$ cat src/rtl/trap_ctrl_pkg.sv
// trap_ctrl_pkg
// Shared definitions for the machine-mode trap controller: FSM state encoding,
// exception/interrupt cause codes and the mtvec vectored-mode encoding.
// Imported by trap_ctrl and trap_cause_enc.
// Optional feature macro used by this slice: TRAP_VECTORED_EN (see trap_ctrl.sv).

package trap_ctrl_pkg;

    // Controller states: IDLE accepts commits, TRAP/RET each last one cycle
    // to strobe the CSR file, REDIR holds the fetch redirect until accepted.
    typedef enum logic [1:0] {
        ST_IDLE  = 2'd0,
        ST_TRAP  = 2'd1,
        ST_RET   = 2'd2,
        ST_REDIR = 2'd3
    } trap_state_e;

    // Exception codes (mcause with interrupt bit clear).
    localparam int unsigned TRAP_CAUSE_ECALL  = 11;
    localparam int unsigned TRAP_CAUSE_EBREAK = 3;

    // Machine timer interrupt code; the interrupt bit (MSB) is added by the
    // encoder because its position depends on XLEN.
    localparam int unsigned TRAP_CAUSE_MTIMER_CODE = 7;

    // mtvec[1:0] value selecting vectored interrupt dispatch.
    localparam logic [1:0] MTVEC_MODE_VEC = 2'b01;

endpackage : trap_ctrl_pkg

$ cat src/rtl/trap_cause_enc.sv
// trap_cause_enc
// Combinational priority encoder for trap events at the commit boundary.
// Priority: ecall > ebreak > machine timer interrupt. An mret in the same
// commit counts as a synchronous event and suppresses the interrupt; the
// interrupt is re-evaluated on a later commit.
// Ports:
//   inst_valid   in   1     instruction commits this cycle
//   inst_ecall   in   1     committing instruction is ecall
//   inst_ebreak  in   1     committing instruction is ebreak
//   inst_mret    in   1     committing instruction is mret
//   irq_pending  in   1     timer interrupt pending and enabled
//   take         out  1     a trap is taken on this commit
//   cause        out  XLEN  mcause value for the taken trap
//   is_irq       out  1     taken trap is an interrupt (mepc = next PC)

module trap_cause_enc
    import trap_ctrl_pkg::*;
#(
    parameter int XLEN = 64
) (
    input  logic            inst_valid,
    input  logic            inst_ecall,
    input  logic            inst_ebreak,
    input  logic            inst_mret,
    input  logic            irq_pending,
    output logic            take,
    output logic [XLEN-1:0] cause,
    output logic            is_irq
);

    always_comb begin
        take   = 1'b0;
        cause  = '0;
        is_irq = 1'b0;
        if (inst_valid) begin
            if (inst_ecall) begin
                take  = 1'b1;
                cause = XLEN'(TRAP_CAUSE_ECALL);
            end else if (inst_ebreak) begin
                take  = 1'b1;
                cause = XLEN'(TRAP_CAUSE_EBREAK);
            end else if (!inst_mret && irq_pending) begin
                take   = 1'b1;
                is_irq = 1'b1;
                cause  = {1'b1, (XLEN-1)'(TRAP_CAUSE_MTIMER_CODE)};
            end
        end
    end

endmodule : trap_cause_enc

$ cat src/rtl/trap_ctrl.sv
// trap_ctrl
// Sequences machine-mode trap entry and mret for the single-issue core.
// A committing ecall/ebreak/mret, or a committing instruction with a pending
// and enabled timer interrupt, moves the FSM out of IDLE. TRAP/RET drive a
// one-cycle CSR update strobe, then REDIR holds a PC redirect to fetch until
// redirect_ready. Commit is stalled whenever the FSM is not in IDLE.
// Configuration macro: TRAP_VECTORED_EN -- when defined, interrupts with
// mtvec[1:0]==2'b01 jump to base + 4*cause; otherwise always base.
// Ports:
//   clk, rst                         clock, synchronous active-high reset
//   inst_valid/addr/nxt_pc           commit stage instruction info
//   inst_ecall/ebreak/mret           commit stage instruction type
//   clint_mtip                       timer interrupt pending (level)
//   mstatus_mie, mie_mtie            interrupt enables from CSR file
//   mtvec, mepc                      CSR file values
//   csr_trap_we/mepc/mcause          trap entry CSR update
//   csr_ret_we                       mret CSR update
//   commit_stall                     commit must not present inst_valid
//   redirect_valid/pc/ready          fetch redirect handshake

module trap_ctrl
    import trap_ctrl_pkg::*;
#(
    parameter int XLEN   = 64,
    parameter int ADDR_W = 64
) (
    input  logic              clk,
    input  logic              rst,
    input  logic              inst_valid,
    input  logic [ADDR_W-1:0] inst_addr,
    input  logic [ADDR_W-1:0] inst_nxt_pc,
    input  logic              inst_ecall,
    input  logic              inst_ebreak,
    input  logic              inst_mret,
    input  logic              clint_mtip,
    input  logic              mstatus_mie,
    input  logic              mie_mtie,
    input  logic [XLEN-1:0]   mtvec,
    input  logic [ADDR_W-1:0] mepc,
    output logic              csr_trap_we,
    output logic [ADDR_W-1:0] csr_trap_mepc,
    output logic [XLEN-1:0]   csr_trap_mcause,
    output logic              csr_ret_we,
    output logic              commit_stall,
    output logic              redirect_valid,
    output logic [ADDR_W-1:0] redirect_pc,
    input  logic              redirect_ready
);

    trap_state_e       state_q, state_d;
    logic [ADDR_W-1:0] mepc_q, mepc_d;
    logic [XLEN-1:0]   mcause_q, mcause_d;
    logic [ADDR_W-1:0] redirect_pc_q, redirect_pc_d;

    logic              irq_pending;
    logic              enc_take;
    logic [XLEN-1:0]   enc_cause;
    logic              enc_is_irq;
    logic [XLEN-1:0]   trap_base;
    logic [XLEN-1:0]   trap_target;

    assign irq_pending = clint_mtip & mstatus_mie & mie_mtie;

    trap_cause_enc #(
        .XLEN (XLEN)
    ) u_cause_enc (
        .inst_valid  (inst_valid),
        .inst_ecall  (inst_ecall),
        .inst_ebreak (inst_ebreak),
        .inst_mret   (inst_mret),
        .irq_pending (irq_pending),
        .take        (enc_take),
        .cause       (enc_cause),
        .is_irq      (enc_is_irq)
    );

    // Handler address. The latched cause (not the live encoder output) decides
    // vectoring because the target is computed in the TRAP cycle.
    always_comb begin
        trap_base   = mtvec & ~XLEN'(3);
        trap_target = trap_base;
`ifdef TRAP_VECTORED_EN
        if (mtvec[1:0] == MTVEC_MODE_VEC && mcause_q[XLEN-1]) begin
            trap_target = trap_base + {mcause_q[XLEN-3:0], 2'b00};
        end
`endif
    end

    // Next-state logic. Interrupts save the next PC so the interrupted
    // instruction is not re-executed; exceptions save the faulting PC.
    always_comb begin
        state_d       = state_q;
        mepc_d        = mepc_q;
        mcause_d      = mcause_q;
        redirect_pc_d = redirect_pc_q;
        case (state_q)
            ST_IDLE: begin
                if (enc_take) begin
                    mepc_d   = enc_is_irq ? inst_nxt_pc : inst_addr;
                    mcause_d = enc_cause;
                    state_d  = ST_TRAP;
                end else if (inst_valid && inst_mret) begin
                    state_d = ST_RET;
                end
            end
            ST_TRAP: begin
                redirect_pc_d = trap_target[ADDR_W-1:0];
                state_d       = ST_REDIR;
            end
            ST_RET: begin
                redirect_pc_d = mepc;
                state_d       = ST_REDIR;
            end
            ST_REDIR: begin
                if (redirect_ready) begin
                    state_d = ST_IDLE;
                end
            end
            default: begin
                state_d = ST_IDLE;
            end
        endcase
    end

    always_ff @(posedge clk) begin
        if (rst) begin
            state_q       <= ST_IDLE;
            mepc_q        <= '0;
            mcause_q      <= '0;
            redirect_pc_q <= '0;
        end else begin
            state_q       <= state_d;
            mepc_q        <= mepc_d;
            mcause_q      <= mcause_d;
            redirect_pc_q <= redirect_pc_d;
        end
    end

    assign csr_trap_we     = (state_q == ST_TRAP);
    assign csr_ret_we      = (state_q == ST_RET);
    assign redirect_valid  = (state_q == ST_REDIR);
    assign commit_stall    = (state_q != ST_IDLE);
    assign csr_trap_mepc   = mepc_q;
    assign csr_trap_mcause = mcause_q;
    assign redirect_pc     = redirect_pc_q;

endmodule : trap_ctrl
$ cat config.mk
export PLATFORM = sky130hd
export DESIGN_NAME = trap_ctrl
export DESIGN_NICKNAME = d
export VERILOG_FILES = /design/src/rtl/trap_ctrl_pkg.sv /design/src/rtl/trap_cause_enc.sv /design/src/rtl/trap_ctrl.sv
export SDC_FILE = /design/constraint.sdc
export NUM_CORES = 1
export LEC_CHECK = 0
export BUFFER_PORTS_ARGS = -buffer_cell sky130_fd_sc_hd__buf_2
export CAP_MARGIN = 10
export CORE_AREA = 4 4 176 178
export CTS_CLUSTER_DIAMETER = 200
export CTS_CLUSTER_SIZE = 8
export DETAILED_ROUTE_END_ITERATION = 7
export DIE_AREA = 0 0 180 182
export GPL_TIMING_DRIVEN = 0
export SLEW_MARGIN = 20
export SYNTH_ARGS = -nofsm -noshare
export SYNTH_HDL_FRONTEND = slang
export SYNTH_SLANG_ARGS = --single-unit
$ cat constraint.sdc
create_clock -name clk -period 3.65 [get_ports clk]
set_clock_uncertainty 0.05 [all_clocks]
set_input_delay 0.1825 -clock clk [delete_from_list [all_inputs] [get_ports clk]]
set_output_delay 0.1825 -clock clk [all_outputs]
set_load 0.02 [all_outputs]
==> results of run 1 <==
through the flow:
step	utilization [%]	area [µm²]	std cells	hold WS [ps]	setup slack (ps)
after detailed placement	32.82	9649	1587	393.6	1144
after global placement	32.82	9649	1587	386.9	1185
after global routing	37.05	10890	1682	30.49	1145
after CTS	37.04	10890	1681	2.796	1252
final	37.05	10890	1682	31.46	1378
after floorplan	-	7164	798	268.5	2009
final cells by class:
| cell class | instances | area (µm²) | area share [%] |
|---|---|---|---|
| diodes | 1 | 2.502 | 0.02297 |
| plain buffers | 124 | 898.4 | 8.246 |
| clock buffers | 18 | 439.2 | 4.031 |
| clock inverters | 13 | 172.7 | 1.585 |
| inverters | 5 | 18.77 | 0.1723 |
| multi-input cells | 536 | 3585 | 32.90 |
| flip-flops and latches | 133 | 2663 | 24.44 |
| well taps | 390 | 488.0 | 4.479 |
| repair buffers | 462 | 2628 | 24.12 |
cells in the final DEF, fill, tap and decap left out, types with 5 or more instances in the layout:
master and instances:
a211oi_1 66, inv_1 5, nand2_1 68, buf_12 5
buf_2 413, dfxtp_1 133, buf_6 8, buf_4 67
buf_1 9, mux2i_1 62, a21oi_1 18, a211oi_2 59
clkbuf_1 19, nor2_1 131, clkbuf_16 17, conb_1 59
dlygate4sd3_1 63, a21oi_2 50
worst max-delay path, delay by kind of cell, from the launching register on:
| family | cells | cell delay (ps) |
|---|---|---|
| DFF | 1 | 380 |
| buffers and inverters | 3 | 1010 |
| and+or+nand+nor | 1 | 210 |
| AOI/OAI and AO/OA | 1 | 180 |
| adders and majority gates | 1 | 360 |
metal layers:
metal | wire length [µm] | track usage [%] | vias up | part of all wire (%)
met3 | 1991 | 5.088 | 28 | 6.9
met4 | 422 | 3.901 | 8 | 1.5
met5 | 54 | 0 | - | 0.19
li1 | - | - | 3561 | -
met2 | 14780 | 30.48 | 306 | 51
met1 | 11650 | 19.32 | 3261 | 40
sequential cells by signal, summed over array words and instances (netlist names):
register / flops
redirect_pc: 64
state_q: 2
csr_trap_mcause: 3
csr_trap_mepc: 64
how the worst max path moves through the flow:
stage,cells past startpoint,endpoint,slack (ps)
floorplan,6,redirect_pc[10]$_SDFFE_PP0P_,2010
global placement,4,redirect_pc[62]$_SDFFE_PP0P_,1180
CTS,6,redirect_pc[1]$_SDFFE_PP0P_,1250
global route,6,redirect_pc[58]$_SDFFE_PP0P_,1140
detailed placement,4,redirect_pc[62]$_SDFFE_PP0P_,1140
finish,6,redirect_pc[1]$_SDFFE_PP0P_,1380
synthesized netlist by cell type, types with 4 or more instances:
| master | instances | area (µm²) |
|---|---|---|
| mux2i_1 | 62 | 620.6 |
| clkbuf_1 | 19 | 71.32 |
| ha_1 | 4 | 50.05 |
| a21oi_2 | 50 | 437.9 |
| buf_4 | 67 | 503.0 |
| buf_1 | 9 | 33.78 |
| inv_1 | 5 | 18.77 |
| nand2_1 | 68 | 255.2 |
| buf_6 | 8 | 90.09 |
| dfxtp_1 | 133 | 2663 |
| buf_12 | 5 | 100.1 |
| a21oi_1 | 18 | 90.09 |
| nor2_1 | 131 | 491.7 |
| a211oi_2 | 59 | 738.2 |
| buf_2 | 14 | 70.07 |
| a211oi_1 | 66 | 495.5 |
logic make-up (layout without fill, tap and decap cells):
| family | count (synthesis) | in the layout |
|---|---|---|
| AND/OR/NAND/NOR | 211 | 211 |
| AO/OA/AOI/OAI | 200 | 200 |
| flip-flops | 133 | 133 |
| buffers and inverters | 129 | 622 |
| multiplexers | 62 | 62 |
| adder cells (fa/ha/maj) | 4 | 4 |
| other | 1 | 60 |
power groups by stage:
stage                     combinational [µW]  sequential [µW]  clock [µW]
after floorplan                         2010             2950           0
after global placement                  4000             2290           0
after detailed placement                4030             2300           0
after CTS                               4080             2280        1890
after global routing                    4380             2350        1950
final                                   4010             2290        1820
timing repair:
action,CTS,global route
setup endpoints to repair,0,0
hold buffers,63,0
hold endpoints to repair,63,0
==> results.txt, run 1 <==
----------------------------------------------------
[Routing]
  Routed wire length ... about 29000 µm
  Pre-antenna DRT Iters ... 4
  Initial detailed-routing violation count ... 288
  Routed length per placed instance ... about 17 µm
  Remaining antenna violation count after routing ... 0
  Total via count after detailed routing ... 7164
  DR DRC count ... 0
  Routed vias/inst ... 4.259

[STA]
  RSZ-0062 raised after global routing ... no
  Fmax ... about 440 MHz
  Finish-stage setup viols ... 0
  Setup tns final ... 0 ps
  Fin. max-slew vios ... 0
  Final hold vios ... 0
  Max-slew headroom ... between 40% and 50%
  Tcrit/Tclk final ... between 60% and 70%
  Transition time at the pin with the least slew margin ... ~860 ps
  Clock period minus final worst setup slack ... approximately 2300 ps

[CTS]
  H-tree levels ... 4
  CTS clk-pin slew, worst paths ... about 60 ps
  Post-cts repair resize count ... 0
  Buffer levels on the longest clock path ... 2
  Clock tree root buffer cell ... clkbuf_16
  Number of buffers added for setup after CTS ... 0
  CTS Buf Count ... 17
  Clock tree from TritonCTS ... done
  Clock tree sinks ... about 130
  Clk_lat worst skew ... 410 ps

[Synthesis]
  Number of synthesized flops with an enable pin ... 0
  Yosys warning total ... 0
  Number of storage elements in the synthesis netlist ... 133
  Xor and xnor area share after synthesis ... 0%
  Synthesized-area fraction occupied by ao, oa, aoi and oai cells ... around a quarter
  Number of cells produced by synthesis ... 740
  Largest family of logic cells by synthesized area ... compound AO/OA/AOI/OAI gates
  Cell area after technology mapping ... between 6000 and 7000 µm²
  Post-synth cell types ... 33
  Adder-cell share of the synthesized area ... less than 1%
  Synthesized area per cell ... 9.387 µm²
  Basic-gate share of the synthesized area counting and, or, nand and nor cells ... about an eighth
  Async set-reset flop share out of synthesis ... 0%
  Sequential share of the synthesized area ... a little under two fifths
  Leading register cell type out of synthesis ... dfxtp_1
  Multiplexer share of the synthesized area ... under 10%

[Critical path]
  Slowest library cell on the worst path ... clkbuf_1
  Required arrival time at the worst endpoint ... approximately 3900 ps
  Reg2reg end ... redirect_pc[1]$_SDFFE_PP0P_
  Kind of start point of the critical path ... flip-flop
  Launch point of the critical path ... state_q[0]$_SDFFE_PP0P_
  Critical path fanouts, max ... 10
  Largest incremental delay on the critical path ... about 510 ps
  Most frequent cell on the critical path ... clkbuf_1
  R2R setup slack ... approximately 1400 ps
  Beginning of the worst register-to-register path ... state_q[0]$_SDFFE_PP0P_
  Critical path cell sequence ... inv_1 -> ha_1 -> clkbuf_1 -> clkbuf_1 -> nand3_1 -> a21oi_1
  Critical path class ... flip-flop to flip-flop
  Worst setup EP type ... flip-flop
  Arrival time reported for the critical path endpoint ... ~2600 ps
  Length in cells of the worst reg-to-reg path ... 6

[Placement]
  HPWL after detailed placement ... roughly 23000 µm
  Placer Congestion ... 0.8879
  Port Buffer Count ... 399

[Floorplanning]
  X dimension of the die ... between 150 and 200 µm
  Starting utilization of the core area ... around a quarter
  I/O pin count ... around 460
  Placeable Area ... ~29000 µm²
  Area of the die ... ~33000 µm²
  FP Rows ... 63
  Vertical die dimension ... around 180 µm

[Global routing]
  Via count of the first global-routing pass ... approximately 7300
  GRT Overall Usage ... roughly 17%
  Global route total overflow ... 0
  Largest net degree at the start of global routing ... 17
  Antenna violations before repair ... 5
  Wire length of the first global-routing pass ... ~43000 µm

[Min path]
  Source of the worst hold timing path ... inst_nxt_pc[32]
  Hold EP ... csr_trap_mepc[32]$_SDFFE_PP0P_
  Worst min path class ... primary input to flip-flop
  Hold Crit Depth ... 3

[Cells and area]
  Final #Nets ... 1549
  Area Overhead vs Synth ... 56.83%
  Ratio of cells with drive above 1 in the final layout ... 49.73%
  Number of filler cells placed in the layout ... 3026

[Power]
  Largest vdd supply drop ... ~0.38 mV
  Combinational share of power ... 49.4%
  Leakage dissipation ... 0.004887 µW
  Switching portion of total power ... about 43%
  Clk network pwr share ... ~22%
  PnR Total Power ... 8124 µW
  Power density over cell area ... 745.7 nW/µm²
  Part of the total power dissipated in sequential elements ... between 20% and 30%
  P_int ... approximately 4600 µW
  Switching power total ... roughly 3500 µW

[Job]
  Max-capacitance violation count ... 0

[Run status]
  Status ... finished clean

----------------------------------------------------
Note: power is estimated with default switching activity, not from simulation.
==> inputs of run 2 (changes only) <==
--- a/config.mk
+++ b/config.mk
@@ -7,11 +7,11 @@
 export LEC_CHECK = 0
 export BUFFER_PORTS_ARGS = -buffer_cell sky130_fd_sc_hd__buf_2
 export CAP_MARGIN = 10
-export CORE_AREA = 4 4 176 178
+export CORE_AREA = 4 4 177 179
 export CTS_CLUSTER_DIAMETER = 200
 export CTS_CLUSTER_SIZE = 8
 export DETAILED_ROUTE_END_ITERATION = 7
-export DIE_AREA = 0 0 180 182
+export DIE_AREA = 0 0 181 183
 export GPL_TIMING_DRIVEN = 0
 export SLEW_MARGIN = 20
 export SYNTH_ARGS = -nofsm -noshare
==> constraint.sdc (replaced) <==
create_clock -name clk -period 2 [get_ports clk]
set_clock_uncertainty 0.05 [all_clocks]
set_input_delay 0.1 -clock clk [delete_from_list [all_inputs] [get_ports clk]]
set_output_delay 0.1 -clock clk [all_outputs]
set_load 0.02 [all_outputs]
==> run 2 against run 1 <==
Compared with the run above: flip-flop and latch count did not move; count of clock-buffer cells in the layout did not move; worst setup slack got worse by 1300 ps; cell area rose by 13%.
==> results.txt, run 2 (same netlist as run 1, synthesis figures left out) <==
----------------------------------------------------
[CTS]
  H-tree levels ... 4 (unchanged)
  Clock tree sinks ... 133 (unchanged)
  Clk_lat worst skew ... 410 ps (about the same)
  Clock tree from TritonCTS ... done
  Buffer levels on the longest clock path ... 2 (unchanged)
  CTS clk-pin slew, worst paths ... 60 ps (about the same)
  Clock tree root buffer cell ... clkbuf_16
  CTS Buf Count ... 17 (unchanged)

[STA]
  Transition time at the pin with the least slew margin ... 858.8 ps (+3.169 ps)
  Max-slew headroom ... 42.75% (-0.21 points)
  Final hold vios ... 0 (unchanged)
  RSZ-0062 raised after global routing ... no
  Finish-stage setup viols ... 0 (unchanged)
  Worst Hold Margin ... 10.20 ps (-21.26 ps)
  Clock period minus final worst setup slack ... 1901 ps (-371.5 ps)
  Tcrit/Tclk final ... 95.03% (+33 points)
  Fmax ... 526.1 MHz (+20%)
  Fin. max-slew vios ... 0 (unchanged)
  Worst Slack Setup Final ... 99.36 ps (-1278 ps)

[Critical path]
  Largest incremental delay on the critical path ... 560 ps (+50 ps)
  Worst setup EP type ... flip-flop
  Required arrival time at the worst endpoint ... 2280 ps (-1660 ps)
  Arrival time reported for the critical path endpoint ... 2180 ps (-390 ps)
  Beginning of the worst register-to-register path ... state_q[0]$_SDFFE_PP0P_
  Critical path fanouts, max ... 10 (unchanged)
  Launch point of the critical path ... state_q[0]$_SDFFE_PP0P_
  Slowest library cell on the worst path ... dlygate4sd3_1
  Critical path cell sequence ... inv_1 -> ha_1 -> buf_4 -> mux2i_1 -> dlygate4sd3_1 -> a211oi_1
  Critical path class ... flip-flop to flip-flop
  Kind of start point of the critical path ... flip-flop

[Min path]
  Worst min path class ... primary input to flip-flop
  Source of the worst hold timing path ... mepc[6]

[Global routing]
  Wire length of the first global-routing pass ... 45840 µm (+6.9%)
  GRT Overall Usage ... 17.43% (+0.66 points)
  Antenna violations before repair ... 3 (-2)
  Via count of the first global-routing pass ... 8298 (+14%)
  Global route total overflow ... 0 (unchanged)
  Largest net degree at the start of global routing ... 17 (unchanged)

[Power]
  PnR Total Power ... 15270 µW (+88%)
  Leakage dissipation ... 0.005497 µW (+12%)
  Power density over cell area ... 1244 nW/µm² (+67%)
  Largest vdd supply drop ... 0.7192 mV (+88%)

[Floorplanning]
  Placeable Area ... 29560 µm² (+0.54%)
  Vertical die dimension ... 183 µm (+0.55%)
  Area of the die ... 33120 µm² (+1.1%)
  X dimension of the die ... 181 µm (+0.56%)
  Starting utilization of the core area ... 23.50% (-0.13 points)
  I/O pin count ... 462 (unchanged)
  FP Rows ... 63 (unchanged)

[Routing]
  Pre-antenna DRT Iters ... 4 (unchanged)
  Remaining antenna violation count after routing ... 0 (unchanged)
  Routed vias/inst ... 4.323 (+1.5%)
  Routed wire length ... 30580 µm (+5.8%)
  Total via count after detailed routing ... 7851 (+9.6%)
  Initial detailed-routing violation count ... 256 (-11%)
  DR DRC count ... 0 (unchanged)
  Routed length per placed instance ... 16.84 µm (-2.0%)

[Placement]
  Pre-CTS WS ... -367.4 ps (-1511 ps)
  Port Buffer Count ... 399 (unchanged)
  Placed cell count ... 1587 (unchanged)
  Placer Congestion ... 0.9131 (+2.8%)
  HPWL after detailed placement ... 22030 µm (-3.9%)

[Job]
  Max-capacitance violation count ... 0 (unchanged)

[Cells and area]
  Area Overhead vs Synth ... 76.71%
  Sequential standard cell area ... 2663 µm² (unchanged)
  Final #Nets ... 1683 (+8.7%)
  Number of inserted diodes ... 0 (-1)
  Most common cell after layout, fill and taps aside ... buf_2
  Post-route insts no fill ... 1816 (+8.0%)
  Ratio of cells with drive above 1 in the final layout ... 45.72% (-4.0 points)
  Number of filler cells placed in the layout ... 2822 (-6.7%)
  Multi-input gate area in the final layout ... 3585 µm² (unchanged)
  Top library cells by usage in the layout, fill and taps aside ... buf_2 (415), dlygate4sd3_1 (197), dfxtp_1 (133)

[Run status]
  Status ... finished clean

----------------------------------------------------
[run 2: cell count changes in the layout (fill, tap and decap cells not counted), sizes merged]
cell and change:
inv -2, dlygate4sd3 +134, clkinvlp -2, bufinv +1, diode -1, clkinv +4
[run 2: worst paths after layout]
check / endpoint / slack [ps] / cells past startpoint
hold / removal: redirect_pc[6]$_SDFFE_PP0P_ / 10 / 3
hold reg to reg: csr_trap_mcause[3]$_SDFFE_PP0P_ / 420 / 2
setup / recovery: redirect_pc[2]$_SDFFE_PP0P_ / 100 / 6
setup reg to reg: redirect_pc[2]$_SDFFE_PP0P_ / 100 / 6
[run 2: through the flow]
stage | instance area (µm²) | setup TNS, ps | util, %
finish | 12280 | 0 | 41.53
global route | 12280 | 0 | 41.53
CTS | 12260 | 0 | 41.46
detailed placement | 9649 | -19040 | 32.64
global placement | 9649 | -15730 | 32.64
floorplan | 7164 | 0 | -
[run 2: report_power, final]
part / total, µW / internal, µW / switching (µW)
Clock: 3480 / 2140 / 1340
Combinational: 7610 / 2920 / 4690
Sequential: 4180 / 3660 / 516
Total: 15300 / 8720 / 6540
[run 2: per-layer routing]
metal / GRT usage (%) / wire length, µm / vias up
li1: - / - / 3823
met1: 19.54 / 11870 / 3577
met2: 31.54 / 15330 / 386
met3: 4.225 / 2138 / 61
met4: 7.565 / 1212 / 4
met5: 0 / 27 / -
[run 2: layout make-up]
class                   instances  share of cell area (%)
clock buffers                  18                   3.578
clock inverters                14                   1.641
repair buffers                596                   32.33
well taps                     390                   3.975
plain buffers                 124                   7.430
flip-flops and latches        133                   21.69
inverters                       5                  0.1529
multi-input cells             536                   29.20
[run 2: critical path, delay by kind of cell (launching register included)]
kind / cells / cell delay (ps)
buf+inv: 3 / 830
fa+ha+maj: 1 / 210
mux: 1 / 130
compound gates: 1 / 210
flops: 1 / 380
[run 2: what timing repair did]
item                                    4_1_cts  5_1_grt
buffers inserted                              0        0
endpoints found under the setup margin       64       50
resized for setup                             4       12
hold buffers                                196        1
endpoints found under the hold margin       104        1
==> inputs of run 3 (changes only) <==
--- a/config.mk
+++ b/config.mk
@@ -13,6 +13,7 @@
 export DETAILED_ROUTE_END_ITERATION = 7
 export DIE_AREA = 0 0 181 183
 export GPL_TIMING_DRIVEN = 0
+export SETUP_SLACK_MARGIN = 0.1
 export SLEW_MARGIN = 20
 export SYNTH_ARGS = -nofsm -noshare
 export SYNTH_HDL_FRONTEND = slang
==> run 3 against run 2 <==
Compared with the run above: flip-flop and latch count unchanged; total power increased by 0.37%; combinational power increased by 0.8%; global-route usage increased by 0.050 points; final cell count about the same; via count about the same; critical path type unchanged.
==> results.txt, run 3 (same netlist as run 1, synthesis figures left out) <==
----------------------------------------------------
[Run status]
  Status ... finished clean

[Cells and area]
  Post-route insts no fill ... 1817 (+0.055%)
  Most common cell after layout, fill and taps aside ... buf_2
  Final #Nets ... 1683 (unchanged)
  Post-route cell area ... 12310 µm² (+0.25%)
  Top library cells by usage in the layout, fill and taps aside ... buf_2 (410), dlygate4sd3_1 (197), dfxtp_1 (133)
  Ratio of cells with drive above 1 in the final layout ... 46.07% (+0.35 points)
  Area Overhead vs Synth ... 77.14%

[Floorplanning]
  I/O pin count ... 462 (unchanged)
  Vertical die dimension ... 183 µm (unchanged)
  Placeable Area ... 29560 µm² (unchanged)
  Area of the die ... 33120 µm² (unchanged)
  X dimension of the die ... 181 µm (unchanged)
  FP Rows ... 63 (unchanged)
  Starting utilization of the core area ... 23.50% (unchanged)

[Critical path]
  Kind of start point of the critical path ... flip-flop
  Beginning of the worst register-to-register path ... state_q[0]$_SDFFE_PP0P_
  Critical path fanouts, max ... 10 (unchanged)
  Critical path class ... flip-flop to flip-flop
  Worst setup EP type ... flip-flop
  Launch point of the critical path ... state_q[0]$_SDFFE_PP0P_
  Required arrival time at the worst endpoint ... 2230 ps (-50 ps)
  Arrival time reported for the critical path endpoint ... 1990 ps (-190 ps)

[CTS]
  Clock tree root buffer cell ... clkbuf_16
  CTS Buf Count ... 17 (unchanged)
  Buffer levels on the longest clock path ... 2 (unchanged)
  Clock tree sinks ... 133 (unchanged)
  Clock tree from TritonCTS ... done
  Clk_lat worst skew ... 410 ps (about the same)
  H-tree levels ... 4 (unchanged)
  CTS clk-pin slew, worst paths ... 60 ps (about the same)

[STA]
  Fmax ... 566.1 MHz (+7.6%)
  Fin. max-slew vios ... 0 (unchanged)
  Clock period minus final worst setup slack ... 1766 ps (-134.3 ps)
  Worst Slack Setup Final ... 233.7 ps (+134.3 ps)
  Max-slew headroom ... 44.50% (+1.7 points)
  Finish-stage setup viols ... 0 (unchanged)
  Final hold vios ... 0 (unchanged)
  RSZ-0062 raised after global routing ... no
  Setup tns final ... 0 ps (unchanged)
  Transition time at the pin with the least slew margin ... 832.5 ps (-26.22 ps)
  Worst Hold Margin ... 11.86 ps (+1.657 ps)
  Tcrit/Tclk final ... 88.32% (-6.7 points)

[Routing]
  Routed vias/inst ... 4.320 (about the same)
  DR DRC count ... 0 (unchanged)
  Pre-antenna DRT Iters ... 4 (unchanged)
  Initial detailed-routing violation count ... 231 (-9.8%)
  Total via count after detailed routing ... 7849 (-0.025%)
  Routed wire length ... 30690 µm (+0.38%)
  Routed length per placed instance ... 16.89 µm (+0.32%)
  Remaining antenna violation count after routing ... 0 (unchanged)

[Global routing]
  Wire length of the first global-routing pass ... 46000 µm (+0.35%)
  Global route total overflow ... 0 (unchanged)
  Antenna violations before repair ... 3 (unchanged)
  Largest net degree at the start of global routing ... 17 (unchanged)
  Via count of the first global-routing pass ... 8323 (+0.30%)
  GRT Overall Usage ... 17.48% (+0.050 points)

[Job]
  Max-capacitance violation count ... 0 (unchanged)

[Placement]
  Placer Congestion ... 0.9131 (unchanged)
  Placed cell count ... 1587 (unchanged)
  Pre-CTS WS ... -367.4 ps (unchanged)
  HPWL after detailed placement ... 22030 µm (unchanged)
  Area after detailed placement ... 9649 µm² (unchanged)
  Port Buffer Count ... 399 (unchanged)

[Min path]
  Worst min path class ... primary input to flip-flop
  Source of the worst hold timing path ... mepc[6]

[Power]
  Leakage dissipation ... 0.005508 µW (+0.21%)
  Power density over cell area ... 1245 nW/µm² (+0.13%)
  Largest vdd supply drop ... 0.6847 mV (-4.8%)

----------------------------------------------------
==> run 3: stage by stage <==
stage	util, %	power (µW)
detailed placement	32.64	11500
finish	41.63	15320
global placement	32.64	11420
CTS	41.52	15360
global route	41.62	16270
floorplan	-	9056
==> run 3: path summary, 6_finish.rpt <==
path	to	slack, ps	depth (start not counted)
hold reg to reg	csr_trap_mcause[3]$_SDFFE_PP0P_	420	2
hold / removal	redirect_pc[6]$_SDFFE_PP0P_	10	3
setup reg to reg	redirect_pc[18]$_SDFFE_PP0P_	230	6
setup / recovery	redirect_pc[18]$_SDFFE_PP0P_	230	6
==> run 3: area by class of cell <==
cell class / count / area, µm²
tap: 390 / 488.0
sequential: 133 / 2663
clock buffer: 18 / 439.2
buffer: 124 / 937.1
antenna: 1 / 2.502
clock inverter: 14 / 201.4
fill: 2815 / 17250
inverter: 5 / 18.77
multi-input combinational: 536 / 3587
timing repair buffer: 596 / 3969
==> run 3: power breakdown <==
group          switching, µW  leakage (µW)  internal (µW)  total [µW]
clock                   1330      0.000307           2140        3470
combinational           4690       0.00410           2980        7670
sequential               517       0.00110           3660        4180
total                   6540       0.00551           8790       15300
==> run 3: metal layers <==
metal / vias to the layer above / wire, µm / track usage, %
met2: 380 / 15450 / 31.69
met1: 3584 / 11870 / 19.56
met3: 59 / 2146 / 4.244
met5: - / 13 / 0
li1: 3824 / - / -
met4: 2 / 1210 / 7.565
==> run 3: critical path, cell delays in order (launching register included) <==
cell and delay, ps:
dfxtp_1 340, inv_1 90, ha_1 160, clkbuf_4 250
buf_2 360, mux2i_1 280, a211oi_1 100
==> run 3: what timing repair did <==
| item | 4_1_cts | 5_1_grt |
|---|---|---|
| gates resized for setup | 13 | 14 |
| hold endpoints to repair | 104 | 1 |
| endpoints found under the setup margin | 64 | 80 |
| hold buffers | 196 | 1 |
| buffers inserted | 0 | 0 |
